<file path="config.mk">
export PLATFORM = sky130hd
export DESIGN_NAME = axi_regfile_slave_flat
export DESIGN_NICKNAME = d
export VERILOG_FILES = /design/src/rtl/axi_regfile_slave_if.sv /design/src/rtl/axi_regfile_slave.sv /design/src/flat_wrapper.sv
export SDC_FILE = /design/constraint.sdc
export NUM_CORES = 1
export LEC_CHECK = 0
export ABC_AREA = 1
export BUFFER_PORTS_ARGS = -buffer_cell sky130_fd_sc_hd__buf_2
export CORE_AREA = 4 4 133 135
export CTS_CLUSTER_DIAMETER = 150
export DETAILED_ROUTE_END_ITERATION = 8
export DIE_AREA = 0 0 137 139
export PLACE_DENSITY_LB_ADDON = 0.2
export SLEW_MARGIN = 30
export SYNTH_ARGS = -nofsm -noshare
export SYNTH_HDL_FRONTEND = slang
export SYNTH_SLANG_ARGS = --single-unit
</file>
<file path="constraint.sdc">
create_clock -name clk -period 4.75 [get_ports clk]
set_clock_uncertainty 0.2 [all_clocks]
set_input_delay 0.475 -clock clk [delete_from_list [all_inputs] [get_ports clk]]
set_output_delay 0.475 -clock clk [all_outputs]
set_load 0.005 [all_outputs]
</file>
<file path="src/rtl/axi_regfile_slave_if.sv">
// AR/R/AW/W/B channel bundle between an AXI-lite-style master and the register file responder.
interface axi_regfile_slave_if;
  logic [3:0] read_address;
  logic       AR_VALID;
  logic       AR_READY;
  logic [7:0] data_read;
  logic [3:0] RRESPONSE;
  logic       R_VALID;
  logic       R_READY;
  logic [3:0] write_address;
  logic       AW_VALID;
  logic       AW_READY;
  logic [7:0] write_data;
  logic       W_VALID;
  logic       W_READY;
  logic       B_VALID;
  logic [3:0] BRESPONSE;
  logic       B_READY;

  modport slave (
    input  read_address, AR_VALID, R_READY, write_address, AW_VALID, write_data, W_VALID, B_READY,
    output AR_READY, data_read, RRESPONSE, R_VALID, AW_READY, W_READY, B_VALID, BRESPONSE
  );

  modport master (
    output read_address, AR_VALID, R_READY, write_address, AW_VALID, write_data, W_VALID, B_READY,
    input  AR_READY, data_read, RRESPONSE, R_VALID, AW_READY, W_READY, B_VALID, BRESPONSE
  );
endinterface

</file>
<file path="src/rtl/axi_regfile_slave.sv">
// AXI-lite-style responder for a small 8-bit register file: address 0 is a read-only ID,
// one outstanding read and one outstanding write, AW and W accepted independently.
module axi_regfile_slave #(
  parameter int unsigned NUM_REGS    = 12,
  parameter logic [7:0]  ID_VALUE    = 8'hA5,
  parameter logic [7:0]  RESET_VALUE = 8'h00
) (
  input  logic               clk,
  input  logic               rst_n,
  axi_regfile_slave_if.slave bus
);

  localparam logic [4:0] LP_NUM_REGS = 5'(NUM_REGS);
  localparam logic [3:0] LP_OKAY     = 4'h0;
  localparam logic [3:0] LP_SLVERR   = 4'h2;

  typedef enum logic {R_IDLE, R_DATA} rstate_t;

  rstate_t    r_rstate, w_rstate_nxt;
  logic [7:0] r_regs [16];
  logic [7:0] r_rdata;
  logic [3:0] r_rresp;
  logic       r_aw_held, r_w_held, r_b_valid;
  logic [3:0] r_aw_addr;
  logic [7:0] r_w_data;
  logic [3:0] r_bresp;

  logic       w_ar_hs, w_rd_err, w_commit, w_wr_ok;
  logic [7:0] w_rd_val;

  // ---------------- read path ----------------
  always_ff @(posedge clk or negedge rst_n) begin
    if (!rst_n) r_rstate <= R_IDLE;
    else        r_rstate <= w_rstate_nxt;
  end

  always_comb begin
    w_rstate_nxt = r_rstate;
    unique case (r_rstate)
      R_IDLE: if (bus.AR_VALID) w_rstate_nxt = R_DATA;
      R_DATA: if (bus.R_READY)  w_rstate_nxt = R_IDLE;
      default: w_rstate_nxt = R_IDLE;
    endcase
  end

  assign w_ar_hs = (r_rstate == R_IDLE) && bus.AR_VALID;

  always_comb begin
    w_rd_err = 1'b0;
    w_rd_val = '0;
    if (bus.read_address == 4'd0)
      w_rd_val = ID_VALUE;
    else if ({1'b0, bus.read_address} < LP_NUM_REGS)
      w_rd_val = r_regs[bus.read_address];
    else
      w_rd_err = 1'b1;
  end

  always_ff @(posedge clk or negedge rst_n) begin
    if (!rst_n) begin
      r_rdata <= '0;
      r_rresp <= '0;
    end else if (w_ar_hs) begin
      r_rdata <= w_rd_val;
      r_rresp <= w_rd_err ? LP_SLVERR : LP_OKAY;
    end
  end

  assign bus.AR_READY  = (r_rstate == R_IDLE);
  assign bus.R_VALID   = (r_rstate == R_DATA);
  assign bus.data_read = r_rdata;
  assign bus.RRESPONSE = r_rresp;

  // ---------------- write path ----------------
  assign w_commit = r_aw_held && r_w_held && !r_b_valid;
  assign w_wr_ok  = (r_aw_addr != 4'd0) && ({1'b0, r_aw_addr} < LP_NUM_REGS);

  // Held flags are released by the B handshake rather than the commit, so AW/W stay
  // back-pressured while the response is outstanding without any extra state.
  always_ff @(posedge clk or negedge rst_n) begin
    if (!rst_n) begin
      r_aw_held <= 1'b0;
      r_w_held  <= 1'b0;
      r_aw_addr <= '0;
      r_w_data  <= '0;
      r_b_valid <= 1'b0;
      r_bresp   <= '0;
      for (int unsigned i = 0; i < 16; i++) r_regs[i] <= RESET_VALUE;
    end else begin
      if (!r_aw_held && bus.AW_VALID) begin
        r_aw_held <= 1'b1;
        r_aw_addr <= bus.write_address;
      end
      if (!r_w_held && bus.W_VALID) begin
        r_w_held <= 1'b1;
        r_w_data <= bus.write_data;
      end
      if (r_b_valid && bus.B_READY) begin
        r_b_valid <= 1'b0;
        r_aw_held <= 1'b0;
        r_w_held  <= 1'b0;
      end else if (w_commit) begin
        r_b_valid <= 1'b1;
        r_bresp   <= w_wr_ok ? LP_OKAY : LP_SLVERR;
        if (w_wr_ok) r_regs[r_aw_addr] <= r_w_data;
      end
    end
  end

  assign bus.AW_READY  = !r_aw_held;
  assign bus.W_READY   = !r_w_held;
  assign bus.B_VALID   = r_b_valid;
  assign bus.BRESPONSE = r_bresp;

endmodule

</file>
<file path="src/flat_wrapper.sv">
// flat-port wrapper written by rule: the top's interface ports become plain ports
module axi_regfile_slave_flat 
#(
  parameter int unsigned NUM_REGS    = 12,
  parameter logic [7:0]  ID_VALUE    = 8'hA5,
  parameter logic [7:0]  RESET_VALUE = 8'h00
)
  (clk, rst_n, bus_read_address, bus_AR_VALID, bus_R_READY, bus_write_address, bus_AW_VALID, bus_write_data, bus_W_VALID, bus_B_READY, bus_AR_READY, bus_data_read, bus_RRESPONSE, bus_R_VALID, bus_AW_READY, bus_W_READY, bus_B_VALID, bus_BRESPONSE);
  axi_regfile_slave_if bus_i ();
  input  logic clk;
  input  logic rst_n;
  input wire logic [$bits(bus_i.read_address)-1:0] bus_read_address;
  input wire logic [$bits(bus_i.AR_VALID)-1:0] bus_AR_VALID;
  input wire logic [$bits(bus_i.R_READY)-1:0] bus_R_READY;
  input wire logic [$bits(bus_i.write_address)-1:0] bus_write_address;
  input wire logic [$bits(bus_i.AW_VALID)-1:0] bus_AW_VALID;
  input wire logic [$bits(bus_i.write_data)-1:0] bus_write_data;
  input wire logic [$bits(bus_i.W_VALID)-1:0] bus_W_VALID;
  input wire logic [$bits(bus_i.B_READY)-1:0] bus_B_READY;
  output wire logic [$bits(bus_i.AR_READY)-1:0] bus_AR_READY;
  output wire logic [$bits(bus_i.data_read)-1:0] bus_data_read;
  output wire logic [$bits(bus_i.RRESPONSE)-1:0] bus_RRESPONSE;
  output wire logic [$bits(bus_i.R_VALID)-1:0] bus_R_VALID;
  output wire logic [$bits(bus_i.AW_READY)-1:0] bus_AW_READY;
  output wire logic [$bits(bus_i.W_READY)-1:0] bus_W_READY;
  output wire logic [$bits(bus_i.B_VALID)-1:0] bus_B_VALID;
  output wire logic [$bits(bus_i.BRESPONSE)-1:0] bus_BRESPONSE;
  assign bus_i.read_address = bus_read_address;
  assign bus_i.AR_VALID = bus_AR_VALID;
  assign bus_i.R_READY = bus_R_READY;
  assign bus_i.write_address = bus_write_address;
  assign bus_i.AW_VALID = bus_AW_VALID;
  assign bus_i.write_data = bus_write_data;
  assign bus_i.W_VALID = bus_W_VALID;
  assign bus_i.B_READY = bus_B_READY;
  assign bus_AR_READY = bus_i.AR_READY;
  assign bus_data_read = bus_i.data_read;
  assign bus_RRESPONSE = bus_i.RRESPONSE;
  assign bus_R_VALID = bus_i.R_VALID;
  assign bus_AW_READY = bus_i.AW_READY;
  assign bus_W_READY = bus_i.W_READY;
  assign bus_B_VALID = bus_i.B_VALID;
  assign bus_BRESPONSE = bus_i.BRESPONSE;
  axi_regfile_slave #(.NUM_REGS(NUM_REGS), .ID_VALUE(ID_VALUE), .RESET_VALUE(RESET_VALUE)) u_core (.clk(clk), .rst_n(rst_n), .bus(bus_i));
endmodule
</file>
==> key figures <==
Synth
  – Post-Syn Area: about 6000 µm²
  – Adder-Cell Fraction of Synth Area: 0%
  – Mean Syn Cell Area: 7.85 µm²
  – Top-count cell post-synth: nand2_1
  – Top cells by area, synth: dfrtp_1 52%, nand2_1 17%, inv_1 6.1%
  – Synth Area in Simple Gates: around a quarter
  – Post-synth EDFFs: 0
  – Synth Register Bits: around 120
  – Largest family of logic cells by synthesized area: simple AND/OR/NAND/NOR gates
  – Synth top area share: 52.3%
  – Post-synthesis mux area share: less than 1%
  – Top_reg_cell synth: dfrtp_1
  – Synth cell types: 25
  – Dominant cell type by area after synthesis: dfrtp_1
  – Post-synth ARST share: 100%
  – Post-synth top cells: 262 x nand2_1, 122 x dfrtp_1, 95 x inv_1, 64 x o21ai_1, 52 x nand3_1
  – Synth Warn #: 0
  – Synth Instances: 744
  – Register area share after synthesis: 52.3%
  – Complex-gate fraction of the synthesized area: between 9 and 10%
  – XOR/XNOR share of the synthesized area: 0%

Die
  – Die height: about 140 µm
  – # IOs: 44
  – Core area: between 15000 and 20000 µm²
  – Die footprint: around 19000 µm²
  – Site Rows: 47
  – Die X: around 140 µm
  – Initial core utilization: about 35%

Hold path
  – HP Class: in2reg

Status
  – Status: finished clean

Routing
  – Post-route ant nets: 0
  – Total wire length: approximately 14 mm
  – Initial DRC count: between 200 and 250
  – Detailed-route DRC error count: 0
  – Via count: roughly 4600
  – Routed len/inst: 14.2 µm
  – Via-to-Cell Ratio: about 4.7
  – DRT Pass-1 Iters: 5

GRT
  – First-pass GRT wire length: 23.8 mm
  – Vias in the first global route: around 4700
  – Grt ovf: 0
  – Largest net degree at the start of global routing: 72
  – Total GRT Usage: 16.1%
  – Initial antenna violation count: 0

Clocking
  – Root Buffer: clkbuf_16
  – Worst-skew pair later-pin latency: roughly 0.42 ns
  – Clock Path Buffers: 2
  – Post-CTS Setup Bufs: 0
  – Clk slew on worst S/H paths: ~0.06 ns
  – H-Tree Depth: 4
  – CTS-repair resized insts: 0
  – CTS buffer count: 17
  – Sink Count: between 100 and 150
  – CTS tree: done

Worst setup path
  – Maximum fanout along the worst path: 50
  – CP Class: in2reg
  – Setup crit start kind: primary input
  – Critical Path RT: about 4.9 ns
  – FF-to-FF setup slack: between 2 and 3 ns
  – Kind of end point of the critical path: flop
  – CP arrival: ~2.2 ns

Layout
  – Antenna Cells: 0
  – Final net count: 783
  – P&R area growth vs syn: 13.5%
  – Layout cell share with drive strength beyond 1: between 10% and 20%

Timing
  – Min Tclk post-route: 2.10 ns
  – Final Cycle Share: between 40% and 50%
  – Final hold vios: 0
  – Final setup margin: between 2 and 3 ns
  – RSZ-0062 raised after global routing: false
  – Fmax: between 400 and 500 MHz
  – Max_slew headroom: between 40% and 50%
  – Tightest Pin Transition: 0.845 ns
  – Final TNS setup: 0 ns
  – Slew Viols, Final: 0
  – Setup violators final: 0

Job
  – Max Cap Viol: 0

Placement
  – Dpl ws: approximately 2.2 ns
  – Final RePlAce weighted congestion: 0.816
  – Post-DP HPWL: 9.66 mm
  – PortBufs: 37

Power and ir drop
  – Worst vdd ir: between 0.2 and 0.3 mV
  – Power Dens Cells: about 570 nW/µm²
  – Leakage Power: 3.50 nW
through the flow:
step,utilization [%],area (µm²),hold WS [ns],cells,total power [W]
finish,40.3,6630,0.0678,993,0.00376
global route,40.3,6630,0.0623,993,0.00406
CTS,40.2,6620,0.0362,992,0.00382
detailed placement,36.8,6060,0.166,960,0.00259
global placement,36.8,6060,0.165,960,0.00256
floorplan,-,5860,-0.0206,749,0.00229
critical path, cell delays in order:
cell	delay, ns
buf_2	0.08
buf_4	0.42
inv_1	0.29
buf_4	0.34
nand2_1	0.11
nand2_1	0.05
nand2_1	0.05
nand2_1	0.07
nand2_1	0.08
nand2_1	0.06
nor2_1	0.13
nor2_1	0.05
per-layer routing:
metal / up-vias / share of wire, % / wire, µm / track usage, %
li1: 2314 / - / - / -
met1: 2203 / 45 / 6390 / 20.5
met4: 0 / 1.8 / 248 / 5.99
met5: - / 0 / 0 / 0
met2: 83 / 49 / 6890 / 26.1
met3: 21 / 3.7 / 526 / 4.25
flip-flops by register name, indices dropped and copies added, names as in the netlist:
name	cells
u_core.bus.RRESPONSE	1
u_core.bus.BRESPONSE	1
u_core.r_w_held	1
u_core.r_regs	96
u_core.r_w_data	8
u_core.r_aw_addr	4
u_core.bus.B_VALID	1
u_core.bus.data_read	8
u_core.r_aw_held	1
u_core.bus.R_VALID	1
path summary, 6_finish.rpt:
| check | startpoint | end | depth (start not counted) |
|---|---|---|---|
| min in group asynchronous | rst_n | u_core.bus.R_VALID$_DFF_PN0_ | 2 |
| max | bus_read_address[0] | u_core.bus.data_read[5]$_DFFE_PN0P_ | 12 |
| max reg2reg | u_core.bus.B_VALID$_DFFE_PN0P_ | u_core.r_regs[92]$_DFFE_PN0P_ | 5 |
| max in group asynchronous | rst_n | u_core.r_regs[35]$_DFFE_PN0P_ | 3 |
| min reg2reg | u_core.r_regs[120]$_DFFE_PN0P_ | u_core.r_regs[120]$_DFFE_PN0P_ | 0 |
| min | bus_B_READY | u_core.bus.B_VALID$_DFFE_PN0P_ | 2 |
timing repair:
item,in CTS,in global routing
setup endpoints to repair,0,0
hold buffers,0,1
hold endpoints to repair,0,69
cell usage in the layout, fill, tap and decap left out, types with 2 or more instances in the layout:
| cell type | n |
|---|---|
| o21ai_2 | 9 |
| inv_1 | 95 |
| clkbuf_16 | 17 |
| nand4_1 | 2 |
| buf_4 | 4 |
| nand2_1 | 262 |
| buf_2 | 36 |
| clkbuf_8 | 4 |
| dfrtp_1 | 122 |
| o21ai_1 | 64 |
| a21oi_1 | 13 |
| o21ai_0 | 18 |
| clkbuf_1 | 2 |
| clkinv_2 | 8 |
| nand3_1 | 52 |
| conb_1 | 6 |
| nand2_4 | 9 |
| nor2_1 | 38 |
report_power, final:
| group | internal (W) | switching, W |
|---|---|---|
| Combinational | 0.000328 | 0.000644 |
| Clock | 0.000765 | 0.000445 |
| Sequential | 0.00139 | 0.000191 |
| Total | 0.00248 | 0.00128 |
logic make-up after synthesis:
logic type | Yosys count
AOI/OAI and AO/OA | 106
buffers and inverters | 146
DFF | 122
muxes | 1
other | 1
and+or+nand+nor | 368
final cells by class:
class	count	area, µm²
clock inverter	9	70.1
tap	220	275
inverter	96	360
multi-input combinational	481	2150
sequential	122	3050
timing repair buffer	42	231
clock buffer	23	488
fill	1717	9830
(Power assumes the default switching activity.)
